### src/rtl/rtc_bus_sched_if.sv
// Bundle of requester handshake and RTC bus signals for rtc_bus_sched.
interface rtc_bus_sched_if #(
  parameter int DATA_WIDTH = 8,
  parameter int NREQ       = 4
);
  logic [NREQ-1:0]            req;
  logic [NREQ-1:0]            req_rw;
  logic [NREQ*DATA_WIDTH-1:0] req_addr;
  logic [NREQ*DATA_WIDTH-1:0] req_wdata;
  logic                       hold;
  logic [DATA_WIDTH-1:0]      ad_in;
  logic [NREQ-1:0]            gnt;
  logic                       done;
  logic [DATA_WIDTH-1:0]      rdata;
  logic                       busy;
  logic [3:0]                 control;
  logic [DATA_WIDTH-1:0]      ad_out;
  logic                       ad_oe;

  // Requester / bus-environment side
  modport master (
    output req, req_rw, req_addr, req_wdata, hold, ad_in,
    input  gnt, done, rdata, busy, control, ad_out, ad_oe
  );

  // Scheduler side
  modport slave (
    input  req, req_rw, req_addr, req_wdata, hold, ad_in,
    output gnt, done, rdata, busy, control, ad_out, ad_oe
  );
endinterface

### src/rtl/rtc_bus_sched.sv
// Round-robin scheduler that serialises requester transactions onto a
// multiplexed RTC address/data bus using a fixed 42-cycle frame.
module rtc_bus_sched #(
  parameter int DATA_WIDTH = 8,
  parameter int NREQ       = 4
) (
  input  logic           clk,
  input  logic           reset,
  rtc_bus_sched_if.slave bus
);

  localparam int PW = $clog2(NREQ);

  localparam logic [1:0] ST_IDLE  = 2'd0;
  localparam logic [1:0] ST_FRAME = 2'd1;
  localparam logic [1:0] ST_DONE  = 2'd2;

  localparam logic [5:0] CNT_LAST = 6'd41;
  localparam logic [5:0] CNT_CAP  = 6'd31;

  // control = {CS, AD, RD, WR}
  localparam logic [3:0] CTL_IDLE = 4'b1101;
  localparam logic [3:0] CTL_GAP  = 4'b1001;
  localparam logic [3:0] CTL_ADDR = 4'b0010;
  localparam logic [3:0] CTL_WR   = 4'b0110;
  localparam logic [3:0] CTL_RD   = 4'b0101;

  logic [1:0]            state;
  logic [5:0]            cnt;
  logic [PW-1:0]         rr;
  logic [PW-1:0]         widx;
  logic                  rw_l;
  logic [DATA_WIDTH-1:0] addr_l;
  logic [DATA_WIDTH-1:0] wdata_l;

  logic                  pick_valid;
  logic [PW-1:0]         pick;
  logic [PW-1:0]         idx;

  logic [3:0]            nxt_ctl;
  logic                  nxt_oe;
  logic [DATA_WIDTH-1:0] nxt_ad;

  // Round-robin search: first active request at or after rr, wrapping.
  always_comb begin
    pick_valid = 1'b0;
    pick       = '0;
    idx        = '0;
    for (int unsigned k = 0; k < NREQ; k++) begin
      idx = rr + PW'(k);
      if (!pick_valid && bus.req[idx]) begin
        pick_valid = 1'b1;
        pick       = idx;
      end
    end
  end

  // Bus phase decode from the frame counter and latched direction.
  always_comb begin
    nxt_ctl = CTL_IDLE;
    nxt_oe  = 1'b0;
    nxt_ad  = '0;
    if (cnt <= 6'd3) begin
      nxt_ctl = CTL_IDLE;
    end else if (cnt <= 6'd5) begin
      nxt_ctl = CTL_GAP;
    end else if (cnt <= 6'd11) begin
      nxt_ctl = CTL_ADDR;
      nxt_oe  = 1'b1;
      nxt_ad  = addr_l;
    end else if (cnt <= 6'd13) begin
      nxt_ctl = CTL_GAP;
    end else if (cnt <= 6'd25) begin
      nxt_ctl = CTL_IDLE;
    end else if (cnt <= CNT_CAP) begin
      if (rw_l) begin
        nxt_ctl = CTL_WR;
        nxt_oe  = 1'b1;
        nxt_ad  = wdata_l;
      end else begin
        nxt_ctl = CTL_RD;
      end
    end else begin
      nxt_ctl = CTL_IDLE;
    end
  end

  // Frame sequencing: arbitration, operand latching, counting, completion.
  always_ff @(posedge clk or posedge reset) begin
    if (reset) begin
      state     <= ST_IDLE;
      cnt       <= '0;
      rr        <= '0;
      widx      <= '0;
      rw_l      <= 1'b0;
      addr_l    <= '0;
      wdata_l   <= '0;
      bus.gnt   <= '0;
      bus.done  <= 1'b0;
      bus.busy  <= 1'b0;
      bus.rdata <= '0;
    end else begin
      case (state)
        ST_IDLE: begin
          if (!bus.hold && pick_valid) begin
            state    <= ST_FRAME;
            cnt      <= '0;
            widx     <= pick;
            rw_l     <= bus.req_rw[pick];
            addr_l   <= bus.req_addr[int'(pick)*DATA_WIDTH +: DATA_WIDTH];
            wdata_l  <= bus.req_wdata[int'(pick)*DATA_WIDTH +: DATA_WIDTH];
            bus.gnt  <= NREQ'(1) << pick;
            bus.busy <= 1'b1;
          end
        end
        ST_FRAME: begin
          if (cnt == CNT_CAP && !rw_l) begin
            bus.rdata <= bus.ad_in;
          end
          if (cnt == CNT_LAST) begin
            state    <= ST_DONE;
            bus.done <= 1'b1;
            rr       <= widx + PW'(1);
          end else begin
            cnt <= cnt + 6'd1;
          end
        end
        ST_DONE: begin
          state    <= ST_IDLE;
          cnt      <= '0;
          bus.done <= 1'b0;
          bus.gnt  <= '0;
          bus.busy <= 1'b0;
        end
        default: begin
          state <= ST_IDLE;
        end
      endcase
    end
  end

  // Registered bus strobes: one cycle behind cnt, parked outside FRAME.
  always_ff @(posedge clk or posedge reset) begin
    if (reset) begin
      bus.control <= CTL_IDLE;
      bus.ad_out  <= '0;
      bus.ad_oe   <= 1'b0;
    end else if (state == ST_FRAME) begin
      bus.control <= nxt_ctl;
      bus.ad_out  <= nxt_ad;
      bus.ad_oe   <= nxt_oe;
    end else begin
      bus.control <= CTL_IDLE;
      bus.ad_out  <= '0;
      bus.ad_oe   <= 1'b0;
    end
  end

endmodule

### src/flat_wrapper.sv
// flat-port wrapper written by rule: the top's interface ports become plain ports
module rtc_bus_sched_flat 
#(
  parameter int DATA_WIDTH = 8,
  parameter int NREQ       = 4
)
  (clk, reset, bus_req, bus_req_rw, bus_req_addr, bus_req_wdata, bus_hold, bus_ad_in, bus_gnt, bus_done, bus_rdata, bus_busy, bus_control, bus_ad_out, bus_ad_oe);
  rtc_bus_sched_if #(.DATA_WIDTH(DATA_WIDTH), .NREQ(NREQ)) bus_i ();
  input  logic clk;
  input  logic reset;
  input wire logic [$bits(bus_i.req)-1:0] bus_req;
  input wire logic [$bits(bus_i.req_rw)-1:0] bus_req_rw;
  input wire logic [$bits(bus_i.req_addr)-1:0] bus_req_addr;
  input wire logic [$bits(bus_i.req_wdata)-1:0] bus_req_wdata;
  input wire logic [$bits(bus_i.hold)-1:0] bus_hold;
  input wire logic [$bits(bus_i.ad_in)-1:0] bus_ad_in;
  output wire logic [$bits(bus_i.gnt)-1:0] bus_gnt;
  output wire logic [$bits(bus_i.done)-1:0] bus_done;
  output wire logic [$bits(bus_i.rdata)-1:0] bus_rdata;
  output wire logic [$bits(bus_i.busy)-1:0] bus_busy;
  output wire logic [$bits(bus_i.control)-1:0] bus_control;
  output wire logic [$bits(bus_i.ad_out)-1:0] bus_ad_out;
  output wire logic [$bits(bus_i.ad_oe)-1:0] bus_ad_oe;
  assign bus_i.req = bus_req;
  assign bus_i.req_rw = bus_req_rw;
  assign bus_i.req_addr = bus_req_addr;
  assign bus_i.req_wdata = bus_req_wdata;
  assign bus_i.hold = bus_hold;
  assign bus_i.ad_in = bus_ad_in;
  assign bus_gnt = bus_i.gnt;
  assign bus_done = bus_i.done;
  assign bus_rdata = bus_i.rdata;
  assign bus_busy = bus_i.busy;
  assign bus_control = bus_i.control;
  assign bus_ad_out = bus_i.ad_out;
  assign bus_ad_oe = bus_i.ad_oe;
  rtc_bus_sched #(.DATA_WIDTH(DATA_WIDTH), .NREQ(NREQ)) u_core (.clk(clk), .reset(reset), .bus(bus_i));
endmodule
### config.mk
export PLATFORM = sky130hd
export DESIGN_NAME = rtc_bus_sched_flat
export DESIGN_NICKNAME = d
export VERILOG_FILES = /design/src/rtl/rtc_bus_sched_if.sv /design/src/rtl/rtc_bus_sched.sv /design/src/flat_wrapper.sv
export SDC_FILE = /design/constraint.sdc
export NUM_CORES = 1
export LEC_CHECK = 0
export CELL_PAD_IN_SITES_DETAIL_PLACEMENT = 0
export CELL_PAD_IN_SITES_GLOBAL_PLACEMENT = 1
export CORE_ASPECT_RATIO = 1.2
export CORE_MARGIN = 2
export CORE_UTILIZATION = 35
export DETAILED_ROUTE_END_ITERATION = 12
export PLACE_DENSITY_LB_ADDON = 0.1
export SETUP_SLACK_MARGIN = 0.1
export SYNTH_ARGS = -nofsm -noshare
export SYNTH_HDL_FRONTEND = slang
export SYNTH_SLANG_ARGS = --single-unit
export TNS_END_PERCENT = 1
### constraint.sdc
create_clock -name clk -period 3.14 [get_ports clk]
set_clock_uncertainty 0.2 [all_clocks]
set_input_delay 0.628 -clock clk [delete_from_list [all_inputs] [get_ports clk]]
set_output_delay 0.628 -clock clk [all_outputs]
set_load 0.005 [all_outputs]
# Yosys cells after proc, flatten, opt, wreduce, memory -nomap -nowiden
# Index checks and enable logic that the tools add are counted.
[word_totals] mem_count=0 rom_bits=0 input_bits=83 mem_bits_rw=0 register_bits=56 wordCells=115 latch_bits=0 output_inout_bits=27
[classes] multipliers=0 n_div=0 n_addsub=5 eq_ne=7 n_reduce_logical=21 bitwise_logic=0 shift=3 n_lt_le_gt_ge=11 n_mux=54
[op_table] operator="$mux W8" n=8
[op_table] operator="$shiftx A32 B6 Y8" n=2
[op_table] operator="$mux W4" n=8
[op_table] operator="$mux W1" n=19
[op_table] operator="$pmux W6 S3" n=1
[op_table] operator="$lt A2 B3 Y1 const B" n=5
[op_table] operator="$mux W2" n=7
[op_table] operator="$le A6 B4 Y1 const B" n=2
[op_table] operator="$le A6 B5 Y1 const B" n=2
[op_table] operator="$mux W6" n=2
[op_table] operator="$reduce_and A2 Y1" n=6
[op_table] operator="$bmux W1 S2" n=5
[op_table] operator="$pmux W4 S2" n=1
[op_table] operator="$add A6 B1 Y6 const B" n=1
[op_table] operator="$eq A6 B5 Y1 const B" n=1
[op_table] operator="$eq A6 B6 Y1 const B" n=1
[op_table] operator="$le A6 B2 Y1 const B" n=1
[op_table] operator="$le A6 B3 Y1 const B" n=1
[op_table] operator="$logic_and A1 B1 Y1" n=5
[op_table] operator="$logic_not A1 Y1" n=5
[op_table] operator="$add A2 B1 Y2 const B" n=2
[op_table] operator="$add A2 B2 Y2 const B" n=2
[op_table] operator="$ne A2 B1 Y1 const B" n=2
[op_table] operator="$pmux W1 S2" n=2
[op_table] operator="other kinds (9)" n=10

# Depth between registers and ports, before layout
[depth] depth_word=15 mapped_depth=8 mapped_depth_nobuf=7

# Worst setup path after synthesis
# OpenSTA, ideal clock, no wires.
[synth_timing] path_kind="input port to flip-flop" startpoint="input bus_req[0]" endpoint="register u_core.addr_l[0]" t_required_ns=2.811 setup_time_ns=0.129 path_slack_ns=0.830 arrival_time_ns=1.981 path_stages=8 path_buffers=3 cell_sequence="buf_2 > nor2b_4 > or4_4 > buf_6 > buf_6 > and3_1 > o21bai_1 > a21oi_1"
[synth_via] elab_chain_len=14 elab_cells_between_ends=25 classes_between="shift (1); mux (16); reduce/logical (8)"
[synth_lines] item="start: declaration" line="flat_wrapper.sv:11" rtl="input wire logic [$bits(bus_i.req)-1:0] bus_req;"
[synth_lines] item="branches (longest 14 deep; another with $bmux W1 S2)"
[synth_lines] item="end signal: assignment" line="rtc_bus_sched.sv:110" rtl="addr_l <= bus.req_addr[int'(pick)*DATA_WIDTH +: DATA_WIDTH];"
[synth_lines] item="end: declaration" line="rtc_bus_sched.sv:33" rtl="logic [DATA_WIDTH-1:0] addr_l;"
# Several ways; the timed one is not identified. The select of a mux whose other input is x is not followed.
# A chain may end at the register's enable or synchronous reset.

# Worst setup path in the final report
[layout_timing] startpoint="input bus_req[0]" endpoint="register u_core.wdata_l[7]"
[layout_via] elab_chain_len=14 elab_cells_between_ends=25 classes_between="shift (1); mux (16); reduce/logical (8)"
[layout_lines] item="branches (longest 14 deep; another with $bmux W1 S2)"
[layout_lines] item="end signal: assignment" line="rtc_bus_sched.sv:111" rtl="wdata_l <= bus.req_wdata[int'(pick)*DATA_WIDTH +: DATA_WIDTH];"
[layout_lines] item="end: declaration" line="rtc_bus_sched.sv:34" rtl="logic [DATA_WIDTH-1:0] wdata_l;"
# Several ways; the timed one is not identified. The select of a mux whose other input is x is not followed.

==> impl_metrics.ini <==
[final_layout]
area_growth_pct = 43.4
n_antenna_cell = 0
post-route-util_pct = 52.3
final_area_mm2 = 0.00429
layoutNonFillerInstCount = 539
n_fill_cell = 789
drive_gt1_share_pct = 8.71
final_nets = 510

[timing]
hold_viol = 0
rsz0062_at_grt = false
final_max_slew_viol_count = 0
tightest_slew_ns = 0.549
fin_setup_tns_ns = 0
fin_crit_ns = 2.64
slew-limit-headroom_pct = 63.2
fmax_mhz = 379
finalCritPeriodShare_pct = 83.9
setup_violations = 0

[power_and_ir_drop]
share_comb_of_total_power_pct = 34.4
p_seq_share_pct = 44.8
ir_drop_v = 0.000196
p_sw_uw = 730
power.leakage_nw = 1.84
p_sw_share_pct = 31.6
total_power_mw = 2.31
power.share.clock_pct = 20.8
powerDensity_mw_per_mm2 = 538
p_int_mw = 1.58

[placed_design]
dpl-instance-area_mm2 = 0.00417
place.port_buffers = 109
dpl.cell_count = 531
gp_congestion = 0.843
dpl.hpwl_um = 6120

[die]
start_util_pct = 36.5
die_area_mm2 = 0.00931
fp-row-count = 36
core_area_mm2 = 0.00820
io_pins = 110
dieWidth_um = 88.4
die_h_um = 105

[clock_network]
cts_buffer_depth = 2
cts_tree = done
htree_levels = 2
clkTransAtPathRegs_ns = 0.10
insertion_delay_ns = 0.31
cts_inserted_buffers = 5
cts.sinks = 55
clock-root-buffer = clkbuf_8
cts_hold_buf = 0
cts_setup_buffers = 0
ctsResizeCount = 0

[grt]
grt_pass1_vias = 2730
grt_antenna_before_repair = 0
grt_pass1_wl_um = 13100
grt_max_degree = 36
grtUsageTotal_pct = 17.7
grt_overflow_total = 0

[yosys]
synth_edf_count = 0
synthesis.nets = 408
syn_avg_cell_area_um2 = 9.29
yosys_warnings = 0
postSynthCellCount = 322
ys_async_sr_fraction_pct = 100
synth.distinct_cells = 46
ys.flop_type = dfrtp_1
synth_sequential_area_ratio_pct = 46.1
synthesis.area_mm2 = 0.00299
ys_ff_latch = 55

[route]
drt_iter0_markers = 179
drtAntennaViolNets = 0
wl_um = 8110
wl_per_cell_um = 15.0
drc_errors = 0
via_per_inst = 5.13
firstDrtPassIters = 4
num_vias = 2767

[hold_path]
hold_class = reg2reg
hold_path_depth = 2

[worst_setup_path]
cp.required_ns = 3.13
reg2reg_slack_ns = 0.75
cp-end-kind = flop
r2r_cells = 4
worstSetupPathType = in2reg
crit_arrival_ns = 2.63
start_kind = primary input
cp_max_fo = 35

[job]
max_cap_viol_count = 0

[outcome]
status = completed
cell families after synthesis:
| logic type | share of synthesized area [%] |
|---|---|
| AO/OA/AOI/OAI | 25.7 |
| AND/OR/NAND/NOR | 17.2 |
| flip-flops | 46.1 |
| buffers and inverters | 5.52 |
| multiplexers | 3.01 |
| XOR/XNOR | 1.17 |
| adder cells (fa/ha/maj) | 1.25 |
metrics by stage:
step | setup WS (ns) | hold WS, ns
finish | 0.505 | 0.304
global route | 0.443 | 0.333
CTS | 0.533 | 0.313
detailed placement | 0.200 | 0.288
global placement | 0.230 | 0.262
floorplan | 0.830 | 0.266
critical path, cell delays in order:
cell and delay (ns):
clkdlybuf4s50_1 0.53, nor2b_4 0.19, or4_4 0.70, and3_1 0.24
o21ai_1 0.22, a21oi_1 0.10
cells in the mapped netlist, drive strengths merged, types with 3 or more instances:
cell | n | share of area, %
a21oi | 33 | 5.5
a21boi | 19 | 4.9
a22oi | 3 | 0.75
nand4 | 3 | 0.63
inv | 11 | 1.4
nor2b | 5 | 1.5
and3 | 18 | 3.8
buf | 12 | 2.9
a21o | 3 | 0.75
xor2 | 4 | 1.2
nand2b | 3 | 0.63
dfstp | 3 | 2.6
o21ai | 28 | 4.7
ha | 3 | 1.3
nor2 | 30 | 3.8
mux2 | 8 | 3.0
clkbuf | 10 | 1.3
dfrtp | 52 | 43
nand2 | 34 | 4.3
a221oi | 17 | 5.0
power groups by stage:
stage	Clock [mW]	Sequential (mW)	Combinational [mW]
after CTS	0.498	1.03	0.809
after floorplan	0	1.00	0.455
after global routing	0.519	1.06	0.890
after detailed placement	0	1.05	0.808
after global placement	0	1.05	0.796
final	0.480	1.03	0.795
layer usage:
| layer | GRT usage [%] | vias to the layer above | part of all wire [%] | wire length, um |
|---|---|---|---|---|
| li1 | - | 1356 | - | - |
| met2 | 29.2 | 93 | 49 | 3960 |
| met5 | 0 | - | 0 | 0 |
| met1 | 24.1 | 1311 | 44 | 3590 |
| met4 | 3.90 | 0 | 0.94 | 76 |
| met3 | 3.21 | 7 | 6.0 | 485 |
path summary, 6_finish.rpt:
| path | end | from |
|---|---|---|
| hold / removal | u_core.bus.done | u_core.bus.done |
| setup reg to reg | u_core.bus.rdata[0] | u_core.state[0] |
| min in group asynchronous | u_core.bus.rdata[1] | reset |
| max in group asynchronous | u_core.bus.control[0] | reset |
| hold reg to reg | u_core.bus.done | u_core.bus.done |
| setup / recovery | u_core.wdata_l[7] | bus_req[0] |
layout by cell type (no fill, tap or decap), types with 4 or more instances in the layout:
cell | synthesis | final
a21boi_1 | 17 | 17
inv_1 | 11 | 10
a221oi_1 | 17 | 17
mux2_2 | 8 | 8
nand2_1 | 34 | 34
xor2_1 | 4 | 4
nor2_1 | 30 | 30
clkdlybuf4s50_1 | 0 | 109
buf_4 | 1 | 7
clkbuf_8 | 0 | 5
dfrtp_1 | 52 | 52
a21oi_1 | 33 | 33
o21ai_0 | 13 | 13
and3_1 | 18 | 18
o21ai_1 | 15 | 15
cell type report:
type	count	area [um2]	area share, %
inverter	11	41.3	0.962
timing repair buffer	117	1160	27.1
tap	114	143	3.32
multi-input combinational	234	1450	33.7
clock buffer	5	68.8	1.60
sequential	55	1380	32.2
clock inverter	3	47.5	1.11
registers in the layout (all words and copies together), names as in the netlist, 2 cells and up:
name,flops
u_core.addr_l,8
u_core.bus.ad_out,8
u_core.bus.control,3
u_core.bus.gnt,4
u_core.bus.rdata,8
u_core.cnt,6
u_core.rr,2
u_core.state,2
u_core.wdata_l,8
u_core.widx,2
Power figures use the tool's default switching activity.
